--- src/rtl/series_dispatcher_pkg.sv ---
// Shared definitions for the series-evaluation dispatcher and engine.
//   SERIES_W     : operand/result width used by dispatcher and engine
//   disp_state_t : dispatcher job FSM states
package series_pkg;

  localparam int unsigned SERIES_W = 16;

  typedef enum logic [2:0] {
    S_IDLE,
    S_LAUNCH,
    S_GUARD,
    S_WAIT,
    S_CAPTURE
  } disp_state_t;

endpackage

--- src/rtl/series_dispatcher_if.sv ---
// Valid/ready stream carrying one W-bit word per handshake.
//   valid : producer has a word on data
//   ready : consumer takes the word when valid && ready
//   data  : W-bit payload
// master = producer side, slave = consumer side.
interface series_stream_if
  import series_pkg::*;
#(
  parameter int unsigned W = SERIES_W
);

  logic         valid;
  logic         ready;
  logic [W-1:0] data;

  modport master (output valid, output data, input  ready);
  modport slave  (input  valid, input  data, output ready);

endinterface

--- src/rtl/series_dispatcher_fifo.sv ---
// Synchronous result FIFO.
//   clk, rst_n : clock, asynchronous active-low reset (empties FIFO, clears storage)
//   wr_en      : write wr_data (ignored when full)
//   full       : no free entries
//   free_cnt   : number of free entries (0..DEPTH)
//   rd_en      : pop the head (ignored when empty)
//   rd_data    : current head entry
//   empty      : no stored entries
module result_fifo #(
  parameter int unsigned W     = 16,
  parameter int unsigned DEPTH = 4
) (
  input  logic                     clk,
  input  logic                     rst_n,
  input  logic                     wr_en,
  input  logic [W-1:0]             wr_data,
  output logic                     full,
  output logic [$clog2(DEPTH):0]   free_cnt,
  input  logic                     rd_en,
  output logic [W-1:0]             rd_data,
  output logic                     empty
);

  localparam int unsigned AW = $clog2(DEPTH);

  logic [AW:0]  wptr_q, rptr_q;
  logic [AW:0]  count;
  logic [W-1:0] mem_q [DEPTH];
  logic         do_wr, do_rd;

  // Pointers carry one extra bit so full and empty are distinguishable.
  always_comb begin
    count    = wptr_q - rptr_q;
    full     = (count == (AW+1)'(DEPTH));
    empty    = (count == '0);
    free_cnt = (AW+1)'(DEPTH) - count;
    do_wr    = wr_en && !full;
    do_rd    = rd_en && !empty;
    rd_data  = mem_q[rptr_q[AW-1:0]];
  end

  always_ff @(posedge clk or negedge rst_n) begin
    if (!rst_n) begin
      wptr_q <= '0;
      rptr_q <= '0;
      for (int unsigned i = 0; i < DEPTH; i++) mem_q[i] <= '0;
    end else begin
      if (do_wr) begin
        mem_q[wptr_q[AW-1:0]] <= wr_data;
        wptr_q                <= wptr_q + (AW+1)'(1);
      end
      if (do_rd) rptr_q <= rptr_q + (AW+1)'(1);
    end
  end

endmodule

--- src/rtl/series_dispatcher.sv ---
// Dispatcher wrapping the series-evaluation engine.
//   clk, rst_n  : clock, asynchronous active-low reset
//   in_s        : operand stream (slave); one engine job per accepted word
//   out_m       : result stream (master) fed from the result FIFO head
//   eng_x       : operand held to the engine for the whole job
//   eng_start   : one-cycle start pulse per job
//   eng_done    : raw engine done flag (may be high outside a job)
//   eng_result  : engine answer, captured when a qualified done is seen
//   busy        : job FSM not idle
//   timeout_err : sticky, set when a job is aborted for lack of done
//   jobs_done   : results written to the FIFO, wraps at 8 bits
module series_dispatcher
  import series_pkg::*;
#(
  parameter int unsigned W       = SERIES_W,
  parameter int unsigned DEPTH   = 4,
  parameter int unsigned MIN_LAT = 4,
  parameter int unsigned TIMEOUT = 64
) (
  input  logic                clk,
  input  logic                rst_n,
  series_stream_if.slave      in_s,
  series_stream_if.master     out_m,
  output logic [W-1:0]        eng_x,
  output logic                eng_start,
  input  logic                eng_done,
  input  logic [W-1:0]        eng_result,
  output logic                busy,
  output logic                timeout_err,
  output logic [7:0]          jobs_done
);

  localparam int unsigned LW = $clog2(TIMEOUT);
  localparam int unsigned AW = $clog2(DEPTH);

  disp_state_t   state_q;
  logic [LW-1:0] lat_q, lat_d;
  logic [W-1:0]  eng_x_q;
  logic          eng_start_q;
  logic          timeout_err_q;
  logic [7:0]    jobs_q;
  logic          run_q;

  logic          accept;
  logic          fifo_wr;
  logic          fifo_full;
  logic          fifo_empty;
  logic [AW:0]   fifo_free;

  // Only one job is ever in flight and it is accepted only with a free slot,
  // so the capture write always finds room; the full gate is belt-and-braces.
  always_comb begin
    lat_d   = lat_q + LW'(1);
    accept  = in_s.valid && in_s.ready;
    fifo_wr = (state_q == S_CAPTURE) && !fifo_full;
  end

  // run_q keeps in_ready low while reset is asserted.
  assign in_s.ready  = run_q && (state_q == S_IDLE) && (fifo_free != '0);
  assign eng_x       = eng_x_q;
  assign eng_start   = eng_start_q;
  assign busy        = (state_q != S_IDLE);
  assign timeout_err = timeout_err_q;
  assign jobs_done   = jobs_q;

  always_ff @(posedge clk or negedge rst_n) begin
    if (!rst_n) begin
      state_q       <= S_IDLE;
      lat_q         <= '0;
      eng_x_q       <= '0;
      eng_start_q   <= 1'b0;
      timeout_err_q <= 1'b0;
      jobs_q        <= '0;
      run_q         <= 1'b0;
    end else begin
      run_q <= 1'b1;
      case (state_q)
        S_IDLE: begin
          if (accept) begin
            eng_x_q     <= in_s.data;
            lat_q       <= '0;
            eng_start_q <= 1'b1;
            state_q     <= S_LAUNCH;
          end
        end
        S_LAUNCH: begin
          eng_start_q <= 1'b0;
          state_q     <= S_GUARD;
        end
        // Comparisons use the incremented count so done is trusted from
        // MIN_LAT cycles after the start pulse.
        S_GUARD: begin
          lat_q <= lat_d;
          if (lat_d == LW'(MIN_LAT - 1)) state_q <= S_WAIT;
        end
        S_WAIT: begin
          lat_q <= lat_d;
          if (eng_done) begin
            state_q <= S_CAPTURE;
          end else if (lat_d == LW'(TIMEOUT - 1)) begin
            timeout_err_q <= 1'b1;
            state_q       <= S_IDLE;
          end
        end
        S_CAPTURE: begin
          jobs_q  <= jobs_q + 8'd1;
          state_q <= S_IDLE;
        end
        default: state_q <= S_IDLE;
      endcase
    end
  end

  result_fifo #(
    .W     (W),
    .DEPTH (DEPTH)
  ) u_fifo (
    .clk      (clk),
    .rst_n    (rst_n),
    .wr_en    (fifo_wr),
    .wr_data  (eng_result),
    .full     (fifo_full),
    .free_cnt (fifo_free),
    .rd_en    (out_m.ready),
    .rd_data  (out_m.data),
    .empty    (fifo_empty)
  );

  assign out_m.valid = !fifo_empty;

endmodule

--- src/flat_wrapper.sv ---
// flat-port wrapper written by rule: the top's interface ports become plain ports
module series_dispatcher_flat import series_pkg::*;
#(
  parameter int unsigned W       = SERIES_W,
  parameter int unsigned DEPTH   = 4,
  parameter int unsigned MIN_LAT = 4,
  parameter int unsigned TIMEOUT = 64
)
  (clk, rst_n, eng_x, eng_start, eng_done, eng_result, busy, timeout_err, jobs_done, in_s_valid, in_s_data, in_s_ready, out_m_valid, out_m_data, out_m_ready);
  series_stream_if #(.W(W)) in_s_i ();
  series_stream_if #(.W(W)) out_m_i ();
  input  logic clk;
  input  logic rst_n;
  output logic [W-1:0] eng_x;
  output logic eng_start;
  input  logic eng_done;
  input  logic [W-1:0] eng_result;
  output logic busy;
  output logic timeout_err;
  output logic [7:0] jobs_done;
  input wire logic [$bits(in_s_i.valid)-1:0] in_s_valid;
  input wire logic [$bits(in_s_i.data)-1:0] in_s_data;
  output wire logic [$bits(in_s_i.ready)-1:0] in_s_ready;
  output wire logic [$bits(out_m_i.valid)-1:0] out_m_valid;
  output wire logic [$bits(out_m_i.data)-1:0] out_m_data;
  input wire logic [$bits(out_m_i.ready)-1:0] out_m_ready;
  assign in_s_i.valid = in_s_valid;
  assign in_s_i.data = in_s_data;
  assign in_s_ready = in_s_i.ready;
  assign out_m_valid = out_m_i.valid;
  assign out_m_data = out_m_i.data;
  assign out_m_i.ready = out_m_ready;
  series_dispatcher #(.W(W), .DEPTH(DEPTH), .MIN_LAT(MIN_LAT), .TIMEOUT(TIMEOUT)) u_core (.clk(clk), .rst_n(rst_n), .in_s(in_s_i), .out_m(out_m_i), .eng_x(eng_x), .eng_start(eng_start), .eng_done(eng_done), .eng_result(eng_result), .busy(busy), .timeout_err(timeout_err), .jobs_done(jobs_done));
endmodule
--- config.mk ---
export PLATFORM = sky130hd
export DESIGN_NAME = series_dispatcher_flat
export DESIGN_NICKNAME = d
export VERILOG_FILES = /design/src/rtl/series_dispatcher_pkg.sv /design/src/rtl/series_dispatcher_if.sv /design/src/rtl/series_dispatcher_fifo.sv /design/src/rtl/series_dispatcher.sv /design/src/flat_wrapper.sv
export SDC_FILE = /design/constraint.sdc
export NUM_CORES = 1
export LEC_CHECK = 0
export ABC_CLOCK_PERIOD_IN_PS = 3360
export BUFFER_PORTS_ARGS = -buffer_cell sky130_fd_sc_hd__buf_2
export CORE_UTILIZATION = 40
export DETAILED_ROUTE_END_ITERATION = 6
export SLEW_MARGIN = 0
export SYNTH_ARGS = -nofsm -noshare
export SYNTH_HDL_FRONTEND = slang
export SYNTH_SLANG_ARGS = --single-unit
--- constraint.sdc ---
create_clock -name clk -period 3.36 [get_ports clk]
set_input_delay 0.672 -clock clk [delete_from_list [all_inputs] [get_ports clk]]
set_output_delay 0.672 -clock clk [all_outputs]
set_load 0.1 [all_outputs]
==> impl_metrics.tcl <==
set metrics [dict create \
    place_area_mm2 0.00535 \
    skew_ns 0.00923 \
    io_pins 82 \
    crit_path_end "in_s_ready" \
    ys_ff_latch 106 \
    clock-root-buffer "clkbuf_16" \
    ant_nets 0 \
    rrSetupSlack_ns 0.68 \
    die_y_um 111 \
    rows 39 \
    diodes 0 \
    yosys.area_share.simple 0.0613 \
    setup_tns_ns 0 \
    dr.pass1.iters 6 \
    layout_common_cells "106 x dfrtp_1, 81 x mux2_2, 78 x buf_2, 16 x mux4_2, 13 x nand2_1" \
    cp-startpoint "u_core.u_fifo.wptr_q[0]" \
    status "complete, but fails checks" \
    gr-total-overflow 0 \
    fin_nets 459 \
    io_buffers 81 \
    grt_pass1_wl_um 15300 \
    r2r_start "u_core.u_fifo.wptr_q[0]" \
    hold_violations 0 \
    vias 2859 \
    relSlewSlack 0.344 \
    cts_buffers 9 \
    die_w_um 111 \
    viasPerCell 5.12 \
    synth_top_family_by_area "multiplexers" \
    end_kind "output port" \
    drive_above_1_share 0.513 \
    cts_tree "built" \
    grt_usage 0.162 \
    syn2layout_area_growth_pct 19.3 \
    cp.required_ns 2.69 \
    violations "design-rule violations" \
    seq_area_frac_synth 0.555 \
    crit_chain "inv_1, ha_1, fa_2, xnor2_2, xnor2_2, ha_1, nand3b_1, and3_4, buf_12" \
    critPathSlowestCell "fa_2" \
    arrival_ns 2.56 \
    wire_per_inst_um 16.2 \
    dp_hpwl_um 5970 \
    ys_types 42 \
    rsz0062_at_grt "no" \
    initial_core_util 0.415 \
    yosys.area_share.xor_xnor 0.0312 \
    final_cell_area_mm2 0.00570 \
    worst_pin_slew_ns 0.984 \
    crit_path_start_kind "flop" \
    synth_edf_count 0 \
    maxCapViolations 0 \
    reg2reg_to "u_core.eng_x[2]" \
    crit_type "flop to output port" \
    totalWireLength_um 9030 \
    synth-compound-area-share 0.0257 \
    antenna_found_initial 0 \
    final_common_cell "dfrtp_1" \
    clk_pin_slew_ns 0.07 \
    hold_buffers 0 \
    muxShareOfSynthArea 0.268 \
    drcViolationCount 14 \
    synthAdderAreaFrac 0.0330 \
    drv_slew 0 \
    finalCriticalPeriod_ns 3.23 \
    dieArea_mm2 0.0124 \
    fmax_mhz 309 \
    critPathMaxStageDelay_ns 0.35 \
    worstRegToRegCells 9 \
    ys_async_sr_fraction 1.00 \
    finalWeightedCongestion 0.744 \
    path_max_fanout 4 \
    synth_top_flop_cell "dfrtp_1" \
    grt_pass1_vias 2921 \
    syn_nets 372 \
    clk_latency_ns 0.35 \
    finalSetupViolCount 0 \
    clock_path_buffers 2 \
    synthesis.area_per_instance_um2 14.8 \
    final.period_utilization 0.962 \
    cts.sinks 106 \
    grt_max_degree 78 \
    synth_area_mm2 0.00478 \
    min_path_type "flop to flop" \
    drtIter0Drc 160 \
    core_mm2 0.0115 \
    synthCells 323 \
    h-tree-depth 3 \
    yosys_warnings 0 \
]
==> state kept, by name, summed over array words and instances (netlist names) <==
name                  count
u_core.jobs_done          8
u_core.u_fifo.mem_q      64
u_core.u_fifo.rptr_q      3
u_core.lat_q              6
u_core.eng_start          1
u_core.run_q              1
u_core.u_fifo.wptr_q      3
u_core.eng_x             16
u_core.state_q            3
u_core.timeout_err        1
==> cell type report <==
| type | count | area [µm²] |
|---|---|---|
| fill | 1014 | 5820 |
| sequential | 106 | 2650 |
| multi-input combinational | 197 | 2030 |
| timing repair buffer | 90 | 505 |
| clock buffer | 10 | 239 |
| tap | 143 | 179 |
| clock inverter | 6 | 70.1 |
| inverter | 6 | 22.5 |
==> how the worst min path moves through the flow <==
stage | startpoint | to | slack (ns) | depth (start not counted)
2_1_floorplan | rst_n | u_core.eng_start | 0.38 | 0
3_3_place_gp | u_core.timeout_err | u_core.timeout_err | 0.44 | 1
3_5_place_dp | u_core.timeout_err | u_core.timeout_err | 0.44 | 1
4_1_cts | u_core.timeout_err | u_core.timeout_err | 0.46 | 1
5_1_grt | u_core.timeout_err | u_core.timeout_err | 0.48 | 1
6_report | u_core.timeout_err | u_core.timeout_err | 0.45 | 1
==> stage by stage <==
stage | setup WS, ns | hold slack (ns) | util | cells
2_1_floorplan | 0.207 | 0.376 | - | 323
3_3_place_gp | 0.446 | 0.442 | 0.464 | 539
3_5_place_dp | 0.341 | 0.443 | 0.464 | 539
4_1_cts | 0.0202 | 0.460 | 0.493 | 557
5_1_grt | 0.0116 | 0.476 | 0.495 | 558
6_report | 0.128 | 0.454 | 0.495 | 558
==> synthesized netlist by cell type, types with 2 or more instances <==
library cell,n,share of area
a21oi_1,2,0.0021
and3_1,4,0.0052
and4_1,4,0.0073
buf_2,4,0.0042
buf_6,3,0.0071
clkbuf_1,4,0.0031
dfrtp_1,106,0.56
ha_1,11,0.029
inv_1,6,0.0047
mux2_2,81,0.19
mux4_2,16,0.075
nand2_1,13,0.010
nand2_2,4,0.0052
nand2b_1,2,0.0026
nand3_1,4,0.0042
nand4_1,4,0.0052
nor2_1,5,0.0039
nor3_1,2,0.0021
nor3b_1,2,0.0031
o211ai_1,2,0.0031
o21ai_0,5,0.0052
o21bai_1,2,0.0031
o22ai_1,3,0.0039
xnor2_1,10,0.018
xor2_1,7,0.013
==> cells by family after synthesis <==
| kind of cell | Yosys count |
|---|---|
| simple gates | 50 |
| other cells | 1 |
| compound gates | 19 |
| flops | 106 |
| mux | 98 |
| xor+xnor | 17 |
| buf+inv | 20 |
| fa+ha+maj | 12 |
==> per-layer routing <==
layer	wire length (µm)	part of all wire	vias to the layer above	GRT usage
met5	0	0	-	0
met4	115	0.013	0	0.0559
li1	-	-	1342	-
met1	3860	0.43	1447	0.200
met3	495	0.055	7	0.0596
met2	4560	0.51	63	0.263
==> critical path: cells and delay by family (launching register included) <==
kind                       cells  cell delay [ns]
xor gates and xnor gates       2             0.30
adders and majority gates      3             0.85
buffers and inverters          2             0.26
and+or+nand+nor                2             0.45
DFF                            1             0.34
==> repair_timing <==
item	CTS	global route
endpoints found under the setup margin	1	1
setup buffers	2	1
pin swaps	1	1
gates resized for setup	2	2
hold endpoints to repair	0	0
Power is not shown: default switching activity piles up to over one toggle a cycle in this logic, so the estimate is an artifact.
